$ cat config.mk
export PLATFORM = sky130hd
export DESIGN_NAME = gpio
export DESIGN_NICKNAME = d
export VERILOG_FILES = /design/src/rtl/gpio.sv
export SDC_FILE = /design/constraint.sdc
export NUM_CORES = 1
export LEC_CHECK = 0
export ABC_AREA = 1
export BUFFER_PORTS_ARGS = -buffer_cell sky130_fd_sc_hd__buf_4
export CORE_ASPECT_RATIO = 1.5
export CORE_MARGIN = 1.5
export CORE_UTILIZATION = 49
export DETAILED_ROUTE_END_ITERATION = 12
export PLACE_DENSITY_LB_ADDON = 0.05
export SLEW_MARGIN = 15
export SYNTH_ARGS = -nofsm -noshare
export SYNTH_HDL_FRONTEND = slang
export SYNTH_SLANG_ARGS = --single-unit
$ cat constraint.sdc
create_clock -name clk -period 1.6 [get_ports clk]
set_input_delay 0.16 -clock clk [delete_from_list [all_inputs] [get_ports clk]]
set_output_delay 0.16 -clock clk [all_outputs]
set_load 0.005 [all_outputs]
$ cat src/rtl/gpio.sv
// gpio: parametrised general-purpose I/O peripheral on the data-memory bus.
// Eight-word register window at BASE_ADDR:
//   0x00 IN, 0x04 OUT, 0x08 DIR, 0x0C SET, 0x10 CLR, 0x14 TGL,
//   0x18 IRQ_EN, 0x1C IRQ_STAT (write 1 to clear).
// Optional feature macro: GPIO_IRQ_EN builds the rising-edge detector together
// with the IRQ_EN and IRQ_STAT registers. Without it, those offsets read 0,
// writes to them are ignored, and irq is tied low.
// Bus reads are registered: data_o is valid one cycle after addr.
module gpio #(
  parameter logic [31:0] BASE_ADDR   = 32'h0000_0100,
  parameter int unsigned WIDTH       = 32,
  parameter int unsigned SYNC_STAGES = 2
) (
  input  logic             clk,
  input  logic             rst_n,
  input  logic             en,
  input  logic [31:0]      addr,
  input  logic [31:0]      data_i,
  output logic [31:0]      data_o,
  input  logic [WIDTH-1:0] gpio_i,
  output logic [WIDTH-1:0] gpio_o,
  output logic [WIDTH-1:0] gpio_oe,
  output logic             irq
);

  // Word offsets within the window (addr[4:2]).
  localparam logic [2:0] OFF_IN   = 3'd0;
  localparam logic [2:0] OFF_OUT  = 3'd1;
  localparam logic [2:0] OFF_DIR  = 3'd2;
  localparam logic [2:0] OFF_SET  = 3'd3;
  localparam logic [2:0] OFF_CLR  = 3'd4;
  localparam logic [2:0] OFF_TGL  = 3'd5;
  localparam logic [2:0] OFF_IEN  = 3'd6;
  localparam logic [2:0] OFF_STAT = 3'd7;

  // Zero-extend a pin-wide value onto the 32-bit bus. The two-step form stays
  // legal when WIDTH is 32, where a zero-width replication would not be.
  function automatic logic [31:0] zext(input logic [WIDTH-1:0] v);
    logic [31:0] r;
    r = 32'h0000_0000;
    r[WIDTH-1:0] = v;
    return r;
  endfunction

  // Address decode: the window is 32-byte aligned, so bits [31:5] select it
  // and bits [4:2] select the word. Bits [1:0] are ignored.
  logic             hit_s;
  logic [2:0]       offset_s;
  logic             wr_s;
  logic [WIDTH-1:0] wdata_s;

  assign hit_s    = (addr[31:5] == BASE_ADDR[31:5]);
  assign offset_s = addr[4:2];
  assign wr_s     = en & hit_s;
  assign wdata_s  = data_i[WIDTH-1:0];

  // Byte-lane address bits and write bits above WIDTH are deliberately unused.
  logic unused_bus_bits_s;
  assign unused_bus_bits_s = ^{addr[1:0], data_i};

  // Architectural registers.
  logic [WIDTH-1:0] out_q, out_d;
  logic [WIDTH-1:0] dir_q, dir_d;
  logic [31:0]      rdata_q, rdata_d;

  // Input synchroniser: stage 0 samples the pins, the last stage is the
  // metastability-safe value seen by IN and by the edge detector.
  logic [SYNC_STAGES-1:0][WIDTH-1:0] sync_q, sync_d;
  logic [WIDTH-1:0]                  sync_out_s;

  assign sync_d     = {sync_q[SYNC_STAGES-2:0], gpio_i};
  assign sync_out_s = sync_q[SYNC_STAGES-1];

`ifdef GPIO_IRQ_EN
  logic [WIDTH-1:0] prev_q;
  logic [WIDTH-1:0] ien_q, ien_d;
  logic [WIDTH-1:0] stat_q, stat_d;
  logic [WIDTH-1:0] rise_s;
  logic [WIDTH-1:0] w1c_mask_s;

  assign rise_s = sync_out_s & ~prev_q;
`endif

  // Next-state logic for OUT/DIR, including atomic set/clear/toggle.
  always_comb begin
    out_d = out_q;
    dir_d = dir_q;
    if (wr_s) begin
      case (offset_s)
        OFF_OUT: out_d = wdata_s;
        OFF_DIR: dir_d = wdata_s;
        OFF_SET: out_d = out_q | wdata_s;
        OFF_CLR: out_d = out_q & ~wdata_s;
        OFF_TGL: out_d = out_q ^ wdata_s;
        default: begin
          out_d = out_q;
          dir_d = dir_q;
        end
      endcase
    end else begin
      out_d = out_q;
      dir_d = dir_q;
    end
  end

`ifdef GPIO_IRQ_EN
  // Next-state logic for IRQ_EN and IRQ_STAT; a new edge beats a W1C clear.
  always_comb begin
    ien_d      = ien_q;
    w1c_mask_s = '0;
    if (wr_s && (offset_s == OFF_IEN)) begin
      ien_d = wdata_s;
    end else begin
      ien_d = ien_q;
    end
    if (wr_s && (offset_s == OFF_STAT)) begin
      w1c_mask_s = wdata_s;
    end else begin
      w1c_mask_s = '0;
    end
    stat_d = (stat_q & ~w1c_mask_s) | rise_s;
  end
`endif

  // Read mux: selects the register addressed this cycle, registered below.
  always_comb begin
    rdata_d = 32'h0000_0000;
    if (hit_s) begin
      case (offset_s)
        OFF_IN:   rdata_d = zext(sync_out_s);
        OFF_OUT:  rdata_d = zext(out_q);
        OFF_DIR:  rdata_d = zext(dir_q);
`ifdef GPIO_IRQ_EN
        OFF_IEN:  rdata_d = zext(ien_q);
        OFF_STAT: rdata_d = zext(stat_q);
`endif
        default:  rdata_d = 32'h0000_0000;
      endcase
    end else begin
      rdata_d = 32'h0000_0000;
    end
  end

  // Core state: OUT, DIR, read data and synchroniser, with synchronous reset.
  always_ff @(posedge clk) begin
    if (!rst_n) begin
      out_q   <= '0;
      dir_q   <= '0;
      rdata_q <= 32'h0000_0000;
      sync_q  <= '0;
    end else begin
      out_q   <= out_d;
      dir_q   <= dir_d;
      rdata_q <= rdata_d;
      sync_q  <= sync_d;
    end
  end

`ifdef GPIO_IRQ_EN
  // Interrupt state: edge history, enable mask and sticky status.
  always_ff @(posedge clk) begin
    if (!rst_n) begin
      prev_q <= '0;
      ien_q  <= '0;
      stat_q <= '0;
    end else begin
      prev_q <= sync_out_s;
      ien_q  <= ien_d;
      stat_q <= stat_d;
    end
  end

  assign irq = |(stat_q & ien_q);
`else
  assign irq = 1'b0;
`endif

  assign data_o  = rdata_q;
  assign gpio_o  = out_q;
  assign gpio_oe = dir_q;

endmodule

==> results of run 1 <==
-- critical path: stages --
cell and delay (ps):
dlygate4sd3_1 570, buf_4 130, inv_1 50, ha_1 280
nand2_1 70, nand4_1 80, nor2_1 110, nor2_1 50
-- power groups by stage --
| stage | clock, W | sequential (W) | combinational [W] |
|---|---|---|---|
| after floorplan | 0 | 0.00416 | 0.000335 |
| after global placement | 0 | 0.00416 | 0.000666 |
| after detailed placement | 0 | 0.00416 | 0.000679 |
| after CTS | 0.00423 | 0.00407 | 0.000806 |
| after global routing | 0.00440 | 0.00408 | 0.000896 |
| final | 0.00413 | 0.00407 | 0.000806 |
-- per-stage QoR --
| step | cells | setup slack, ps | TNS [ps] | total power, W | util |
|---|---|---|---|---|---|
| global route | 1545 | 260.9 | 0 | 0.009373 | 0.7003 |
| CTS | 1545 | 413.6 | 0 | 0.009110 | 0.7003 |
| finish | 1545 | 410.2 | 0 | 0.009015 | 0.7003 |
| detailed placement | 1450 | -13.53 | -59.65 | 0.004844 | 0.6183 |
| global placement | 1450 | 20.62 | 0 | 0.004830 | 0.6183 |
| floorplan | 1088 | 377.8 | 0 | 0.004496 | - |
-- synthesized netlist by cell type --
cell type and count:
ha_1 64, nor2_1 177, o22ai_1 32, buf_4 1, nand3_1 1, nor3_1 3
o21ai_1 1, inv_1 196, nand4_1 33, conb_1 1, dfxtp_1 160, nand3_2 2
nand2_1 329, nor2_2 4, inv_2 2, clkbuf_1 35, buf_1 1, buf_2 14
a21oi_1 32
-- worst paths after layout --
path,end,slack (ps),startpoint,cells after the start
worst max-delay path,gpio_o[8]$_SDFFE_PN0P_,410,data_i[8],8
worst min-delay path,gpio_oe[5]$_SDFFE_PN0P_,20,data_i[5],3
worst max register to register,gpio_o[19]$_SDFFE_PN0P_,430,gpio_o[19]$_SDFFE_PN0P_,6
worst min register to register,sync_out_s[15]$_SDFF_PN0_,410,sync_d[47]$_SDFF_PN0_,2
-- cells by family (layout without fill, tap and decap cells) --
kind of cell	Yosys count	count (layout)
buffers and inverters	249	507
adder cells (fa/ha/maj)	64	64
AND/OR/NAND/NOR	549	549
other	1	1
AO/OA/AOI/OAI	65	65
flip-flops	160	160
-- cell type report --
cell class	instances	area, sq um
Fill cell	1289	4496
Multi-Input combinational cell	679	3373
Sequential cell	160	3203
Timing Repair Buffer	277	2337
Inverter	198	743.2
Clock buffer	18	429.2
Tap cell	199	249.0
Clock inverter	14	171.4
-- routing by layer --
metal	up-vias	share of wire
li1	3730	-
met1	3152	0.42
met2	213	0.50
met3	40	0.050
met4	0	0.027
met5	-	0
-- registers in the layout, indices dropped and copies added (netlist names) --
name        count
gpio_o         32
gpio_oe        32
sync_out_s     32
sync_d         32
data_o         32
-- what timing repair did --
item,4_1_cts,5_1_grt
endpoints found under the hold margin,63,0
setup endpoints to repair,0,0
hold buffers,63,0
setup buffers,0,0
gates resized for setup,0,0
==> impl_metrics.py, run 1 <==
metrics = {
    "run_status": {
        "outcome": "completed",
    },
    "clock_network": {
        "numCtsBuffers": 17,
        "cts_tree": "built",
        "insertion_delay_ps": 420,
        "clock_path_buffers": 2,
        "cts_sinks": 160,
        "clk_pin_slew_ps": 70,
        "cts_max_level": 4,
        "clock-root-buffer": "clkbuf_16",
    },
    "timing": {
        "tightest_slew_ps": 860.3,
        "hold_violations": 0,
        "max_freq_mhz": 840.5,
        "holdWs_ps": 18.89,
        "skew_ps": 5.903,
        "slew_viol_final": 0,
        "finalSetupViolations": 0,
        "period_needed_ps": 1190,
        "period_share": 0.7436,
        "rsz0062_at_grt": "no",
        "slew_headroom": 0.4251,
    },
    "synthesis": {
        "synth_area_leaders": "dfxtp_1 43%, nand2_1 16%, ha_1 11%, inv_1 9.8%, nor2_1 8.9%",
        "synth_top_family_by_area": "simple AND/OR/NAND/NOR gates",
        "synth_seq_cells": 160,
        "synth_mux_area_frac": 0,
        "synth-seq-area-share": 0.4271,
        "syn_area_sq_um": 7500,
        "synthDistinctLibCells": 19,
        "synthAdderAreaFrac": 0.1068,
        "syn_inst": 1088,
        "syn_nets": 1251,
        "yosys_warnings": 0,
        "synth_xor_area_frac": 0,
        "yosys.area.top_type": "dfxtp_1",
        "postSynthAreaPerCell_sq_um": 6.893,
        "yosys.area_share.simple": 0.2895,
        "synth_compound_area_frac": 0.04872,
        "synth_top_area_share": 0.4271,
    },
    "detailed_routing": {
        "drt-total-wl_mm": 19.41,
        "drc": 0,
        "drt-wirelength-per-cell_microns": 12.56,
        "avgViaCountPerCell": 4.618,
        "dr.pass1.iters": 7,
        "antenna_left": 0,
        "vias": 7135,
        "drt_iter0_markers": 284,
    },
    "pwr": {
        "switchingPower_w": 0.002184,
        "clockPowerShare": 0.459,
        "power_frac_comb": 0.089,
        "ir_drop_mv": 0.6624,
        "seqPwrFrac": 0.452,
        "switching_share": 0.2423,
        "powerDensity_nw_per_um2": 858.1,
        "p_leak_nw": 5.818,
        "intPower_w": 0.006831,
    },
    "die": {
        "fp.dieH_microns": 154.5,
        "start_util": 0.4999,
        "io_pins": 196,
        "rows": 55,
        "dieArea_sq_um": 16070,
        "core_sq_um": 15000,
        "fp.dieW_microns": 104.0,
    },
    "min_path": {
        "hold_class": "input port to register",
    },
    "final_layout": {
        "most-common-layout-cells": "329 x nand2_1, 206 x buf_4, 196 x inv_1, 176 x nor2_1, 160 x dfxtp_1",
        "area_delta_synth_final_pct": 40.09,
        "layout_commonest_cell": "nand2_1",
        "diodes": 0,
        "final_area_sq_um": 10510,
        "drive_above_1_share": 0.1902,
        "final_nets": 1496,
    },
    "setup_path": {
        "arrival_ps": 1510,
        "required_ps": 1920,
        "cp-end-kind": "register",
        "startpoint_type": "input port",
        "worst-setup-path-type": "input port to register",
        "path_max_fanout": 3,
    },
    "global_routing": {
        "overflow": 0,
        "met2_usage": 0.4500,
        "grt_usage": 0.2472,
        "top_usage_layer": "met2",
        "grt_max_degree": 71,
        "met1_usage": 0.2815,
        "grt_pass1_vias": 6693,
        "antenna_found_initial": 0,
        "met3_usage": 0.05605,
        "grt_pass1_wl_mm": 31.86,
    },
    "placed_design": {
        "hpwl_mm": 12.83,
        "io_buffer_count": 192,
        "routabilityCongestion": 0.8213,
        "place_area_sq_um": 9275,
    },
    "flow_run": {
        "drv_cap": 0,
    },
}
(Power assumes the default switching activity.)
==> run 2, diff against run 1 <==
--- a/config.mk
+++ b/config.mk
@@ -5,7 +5,7 @@
 export SDC_FILE = /design/constraint.sdc
 export NUM_CORES = 1
 export LEC_CHECK = 0
-export ABC_AREA = 1
+export ABC_AREA = 0
 export BUFFER_PORTS_ARGS = -buffer_cell sky130_fd_sc_hd__buf_4
 export CORE_ASPECT_RATIO = 1.5
 export CORE_MARGIN = 1.5
==> constraint.sdc (replaced) <==
create_clock -name clk -period 1.2 [get_ports clk]
set_input_delay 0.12 -clock clk [delete_from_list [all_inputs] [get_ports clk]]
set_output_delay 0.12 -clock clk [all_outputs]
set_load 0.005 [all_outputs]
==> impl_metrics.py, run 2 <==
metrics = {
    "synthesis": {
        "synth-async-reset-ratio": 0,
        "synth_seq_cells": 160,
        "postSynthAreaPerCell_sq_um": 9.150,
        "syn_nets": 1022,
        "synth_most_common_cell": "dfxtp_1",
        "synth-edff-count": 0,
        "synthDistinctLibCells": 36,
        "syn_area_sq_um": 7860,
        "yosys_warnings": 0,
        "ys.flop_type": "dfxtp_1",
        "yosys.area.top_type": "dfxtp_1",
        "yosys-top-cells-count": "160 x dfxtp_1, 99 x nand2_1, 96 x mux2i_1, 96 x nor2_1, 65 x inv_1",
        "syn_inst": 859,
        "synth_area_leaders": "dfxtp_1 41%, mux2i_1 12%, ha_1 10%, and2_1 5.1%, nand2_1 4.7%",
        "synth-seq-area-share": 0.4075,
        "synth_top_area_share": 0.4075,
    },
    "setup_path": {
        "worst-setup-path-type": "input port to register",
        "path_max_fanout": 16,
        "cp-end-kind": "register",
        "path_delay_family": "simple AND/OR/NAND/NOR gates",
        "cp_slowest_cell": "or4_4",
        "startpoint_type": "input port",
        "path_cells": "buf_6, nor4_4, nand4_1, or4_4, buf_12, mux2i_1",
        "required_ps": 1510,
        "critPathMaxStageDelay_ps": 640,
        "crit_buf_inv": 2,
        "arrival_ps": 1670,
    },
    "detailed_routing": {
        "drt-total-wl_mm": 22.68,
        "drc": 0,
        "avgViaCountPerCell": 5.135,
        "vias": 7045,
        "dr.pass1.iters": 5,
        "antenna_left": 0,
        "drt-wirelength-per-cell_microns": 16.53,
        "drt_iter0_markers": 287,
    },
    "die": {
        "dieArea_sq_um": 16830,
        "fp.dieH_microns": 158.1,
        "io_pins": 196,
        "start_util": 0.5008,
        "core_sq_um": 15700,
        "fp.dieW_microns": 106.4,
        "rows": 56,
    },
    "global_routing": {
        "grt_pass1_wl_mm": 35.10,
        "grt_max_degree": 64,
        "grt_usage": 0.2653,
        "antenna_found_initial": 0,
        "overflow": 0,
        "grt_pass1_vias": 7051,
    },
    "final_layout": {
        "area_delta_synth_final_pct": 47.21,
        "most-common-layout-cells": "254 x buf_4, 159 x dfxtp_1, 99 x nand2_1, 94 x mux2i_1, 67 x nor2_1",
        "fill_cells": 1216,
        "instances_no_fill": 1372,
        "diodes": 0,
        "layout_commonest_cell": "buf_4",
        "final_nets": 1319,
        "drive_above_1_share": 0.3293,
    },
    "pwr": {
        "switchingPower_w": 0.003182,
        "intPower_w": 0.008894,
        "seqPwrFrac": 0.450,
        "p_leak_nw": 5.312,
        "switching_share": 0.2635,
        "ir_drop_mv": 0.8340,
        "power_frac_comb": 0.115,
        "clockPowerShare": 0.436,
        "powerDensity_nw_per_um2": 1044,
    },
    "clock_network": {
        "numCtsBuffers": 17,
        "clk_pin_slew_ps": 70,
        "clock-root-buffer": "clkbuf_16",
        "insertion_delay_ps": 430,
        "cts_max_level": 4,
        "cts_sinks": 160,
        "clock_path_buffers": 2,
        "cts_tree": "built",
    },
    "timing": {
        "slew_viol_final": 0,
        "setup_slack_ps": -158.8,
        "max_freq_mhz": 735.9,
        "fin_setup_tns_ps": -7081,
        "rsz0062_at_grt": "yes",
        "hold_violations": 0,
        "period_needed_ps": 1359,
        "finalSetupViolations": 90,
        "period_share": 1.132,
        "skew_ps": 11.26,
    },
    "placed_design": {
        "io_buffer_count": 192,
        "hpwl_mm": 14.91,
        "dp.cells": 1269,
        "routabilityCongestion": 0.7965,
    },
    "flow_run": {
        "drv_cap": 0,
    },
    "run_status": {
        "outcome": "finished with violations",
        "violations": "setup timing",
    },
    "min_path": {
        "hold_class": "input port to register",
    },
}
run 2: final timing paths:
kind | startpoint | end | slack (ps) | depth (start not counted)
worst min register to register | sync_d[33]$_SDFF_PN0_ | sync_out_s[1]$_SDFF_PN0_ | 430 | 1
worst max register to register | gpio_o[15]$_SDFFE_PN0P_ | gpio_o[15]$_SDFFE_PN0P_ | -80 | 5
worst max-delay path | addr[14] | gpio_o[25]$_SDFFE_PN0P_ | -160 | 6
worst min-delay path | data_i[31] | gpio_o[31]$_SDFFE_PN0P_ | 140 | 4
run 2: cells by family after synthesis:
group	share of synthesized area
other cells	0.0004771
compound gates	0.1223
flops	0.4075
buf+inv	0.07959
simple gates	0.1660
mux	0.1223
fa+ha+maj	0.1019
run 2: power groups by stage:
stage / logic (W) / clock network (W) / registers, W
5_1_grt: 0.00151 / 0.00554 / 0.00544
3_5_place_dp: 0.00118 / 0 / 0.00555
6_report: 0.00139 / 0.00526 / 0.00543
2_1_floorplan: 0.000661 / 0 / 0.00554
4_1_cts: 0.00136 / 0.00535 / 0.00543
3_3_place_gp: 0.00117 / 0 / 0.00555
run 2: layout make-up:
cell class              count  area [sq um]  area share
flip-flops and latches    160          3204      0.2769
clock inverters            15         143.9     0.01244
well taps                 203         254.0     0.02195
inverters                  65         244.0     0.02109
multi-input cells         569          4325      0.3738
repair buffers            343          2974      0.2570
clock buffers              17         425.4     0.03676
run 2: tightest hold or removal path: cells and delay by family:
| kind | cells | cell delay, ps |
|---|---|---|
| mux | 1 | 50 |
| buf+inv | 1 | 120 |
| compound gates | 1 | 140 |
| simple gates | 1 | 90 |
run 2: timing repair:
action / CTS / global route
endpoints found under the setup margin: 96 / 96
endpoints found under the hold margin: 64 / 0
hold buffers: 64 / 0
gates resized for setup: 25 / 71
pin swaps: 3 / 30
gates cloned: 1 / 3
buffers inserted: 2 / 1
run 2: metrics by stage:
stage	worst slack, ps	area (sq um)	hold WS [ps]	power, W	util
3_5_place_dp	-835.4	9874	330.5	0.006737	0.6291
3_3_place_gp	-798.2	9874	327.3	0.006720	0.6291
6_report	-158.8	11570	144.2	0.01208	0.7372
5_1_grt	-190.4	11570	169.9	0.01249	0.7372
2_1_floorplan	-376.9	7918	247.3	0.006203	-
4_1_cts	-142.5	11220	136.0	0.01214	0.7148
run 2: metal layers:
layer / wire (microns) / global-route usage / vias up
met2: 11620 / 0.4771 / 211
li1: - / - / 3465
met4: 681 / 0.1143 / 0
met3: 1037 / 0.04323 / 42
met5: 0 / 0 / -
met1: 9344 / 0.3098 / 3327
==> run 3, diff against run 2 <==
--- a/config.mk
+++ b/config.mk
@@ -10,6 +10,7 @@
 export CORE_ASPECT_RATIO = 1.5
 export CORE_MARGIN = 1.5
 export CORE_UTILIZATION = 49
+export CTS_BUF_LIST = sky130_fd_sc_hd__clkbuf_4 sky130_fd_sc_hd__clkbuf_8
 export DETAILED_ROUTE_END_ITERATION = 12
 export PLACE_DENSITY_LB_ADDON = 0.05
 export SLEW_MARGIN = 15
==> impl_metrics.py, run 3 (same netlist as run 2, synthesis figures left out) <==
metrics = {
    "timing": {
        "hold_violations": 0,
        "rsz0062_at_grt": "yes",
        "period_needed_ps": 1317,
        "period_share": 1.097,
        "finalSetupViolations": 60,
        "setup_slack_ps": -116.8,
        "slew_viol_final": 0,
        "max_freq_mhz": 759.4,
        "skew_ps": 17.43,
        "fin_setup_tns_ps": -3707,
    },
    "pwr": {
        "p_leak_nw": 5.243,
        "power_frac_comb": 0.131,
        "switchingPower_w": 0.003007,
        "power_w": 0.01069,
        "ir_drop_mv": 0.5953,
        "seqPwrFrac": 0.508,
        "clockPowerShare": 0.361,
        "intPower_w": 0.007687,
        "switching_share": 0.2812,
        "powerDensity_nw_per_um2": 940.0,
    },
    "placed_design": {
        "dp_slack_ps": -835.4,
        "hpwl_mm": 14.91,
        "io_buffer_count": 192,
        "routabilityCongestion": 0.7965,
        "dp.cells": 1269,
    },
    "run_status": {
        "violations": "setup timing",
        "outcome": "finished with violations",
    },
    "final_layout": {
        "most-common-layout-cells": "216 x buf_4, 131 x dfxtp_1, 99 x nand2_1, 95 x nor2_1, 94 x mux2i_1",
        "area_delta_synth_final_pct": 44.73,
        "fill_cells": 1274,
        "final_nets": 1318,
        "seq_area_sq_um": 3239,
        "layout_commonest_cell": "buf_4",
        "multiInputGateArea_sq_um": 4204,
        "instances_no_fill": 1371,
        "drive_above_1_share": 0.3408,
        "diodes": 0,
        "fin_util": 0.7248,
    },
    "clock_network": {
        "cts_max_level": 4,
        "cts_tree": "built",
        "clock_path_buffers": 2,
        "numCtsBuffers": 17,
        "clock-root-buffer": "clkbuf_8",
        "cts_sinks": 160,
        "insertion_delay_ps": 460,
        "clk_pin_slew_ps": 90,
    },
    "die": {
        "fp.dieW_microns": 106.4,
        "rows": 56,
        "io_pins": 196,
        "start_util": 0.5008,
        "core_sq_um": 15700,
        "fp.dieH_microns": 158.1,
        "dieArea_sq_um": 16830,
    },
    "detailed_routing": {
        "dr.pass1.iters": 4,
        "drc": 0,
        "avgViaCountPerCell": 5.075,
        "drt-total-wl_mm": 22.15,
        "drt-wirelength-per-cell_microns": 16.16,
        "vias": 6958,
        "antenna_left": 0,
        "drt_iter0_markers": 270,
    },
    "global_routing": {
        "grt_pass1_wl_mm": 34.76,
        "grt_pass1_vias": 7031,
        "met1_usage": 0.3085,
        "met3_usage": 0.04487,
        "antenna_found_initial": 0,
        "grt_usage": 0.2626,
        "overflow": 0,
        "met2_usage": 0.4725,
        "top_usage_layer": "met2",
        "grt_max_degree": 64,
    },
    "min_path": {
        "hold_class": "input port to register",
    },
    "setup_path": {
        "arrival_ps": 1670,
        "worst-setup-path-type": "input port to register",
        "required_ps": 1550,
        "startpoint_type": "input port",
        "path_max_fanout": 16,
        "cp-end-kind": "register",
    },
    "flow_run": {
        "drv_cap": 0,
    },
}
[run 3: cell count changes in the layout (fill, tap and decap cells not counted), sizes merged]
cell	delta
clkbuf	-1
[run 3: metrics by stage]
stage | hold WS, ps | cell area, sq um
5_1_grt | 114.7 | 11380
2_1_floorplan | 247.3 | 7918
4_1_cts | 97.04 | 11060
6_report | 118.1 | 11380
3_5_place_dp | 330.5 | 9874
3_3_place_gp | 327.3 | 9874
[run 3: final timing paths]
kind,slack [ps],startpoint,cells after the start,to
min reg2reg,430,sync_d[33]$_SDFF_PN0_,1,sync_out_s[1]$_SDFF_PN0_
min,120,data_i[28],4,gpio_o[28]$_SDFFE_PN0P_
max,-120,addr[14],6,gpio_o[25]$_SDFFE_PN0P_
max reg2reg,-60,gpio_o[25]$_SDFFE_PN0P_,5,gpio_o[25]$_SDFFE_PN0P_
[run 3: final cells by class]
class                      instances  area share
inverter                          65     0.02145
timing repair buffer             342      0.2687
multi-input combinational        569      0.3696
tap                              203     0.02233
clock buffer                      17     0.02057
sequential                       160      0.2848
clock inverter                    15     0.01265
[run 3: repair_timing]
action / in CTS / in global routing
endpoints found under the setup margin: 106 / 118
hold endpoints to repair: 64 / 0
resized for setup: 55 / 61
hold buffers: 64 / 0
cloned: 0 / 2
pin swaps: 2 / 10
setup buffers: 0 / 4
[run 3: metal layers]
layer / wire, microns / up-vias
met5: 0 / -
met4: 475 / 0
met3: 1088 / 39
met2: 11470 / 210
met1: 9121 / 3254
li1: - / 3455
[run 3: power groups by stage]
stage          combinational, W  sequential (W)  clock, W
5_1_grt                 0.00153         0.00544   0.00418
2_1_floorplan          0.000661         0.00554         0
6_report                0.00140         0.00543   0.00387
3_3_place_gp            0.00117         0.00555         0
4_1_cts                 0.00136         0.00543   0.00396
3_5_place_dp            0.00118         0.00555         0
[run 3: worst max-delay path, stage by stage]
cell and delay, ps:
buf_6 90, nor4_4 260, nand4_1 220, or4_4 640, buf_12 190, mux2i_1 130
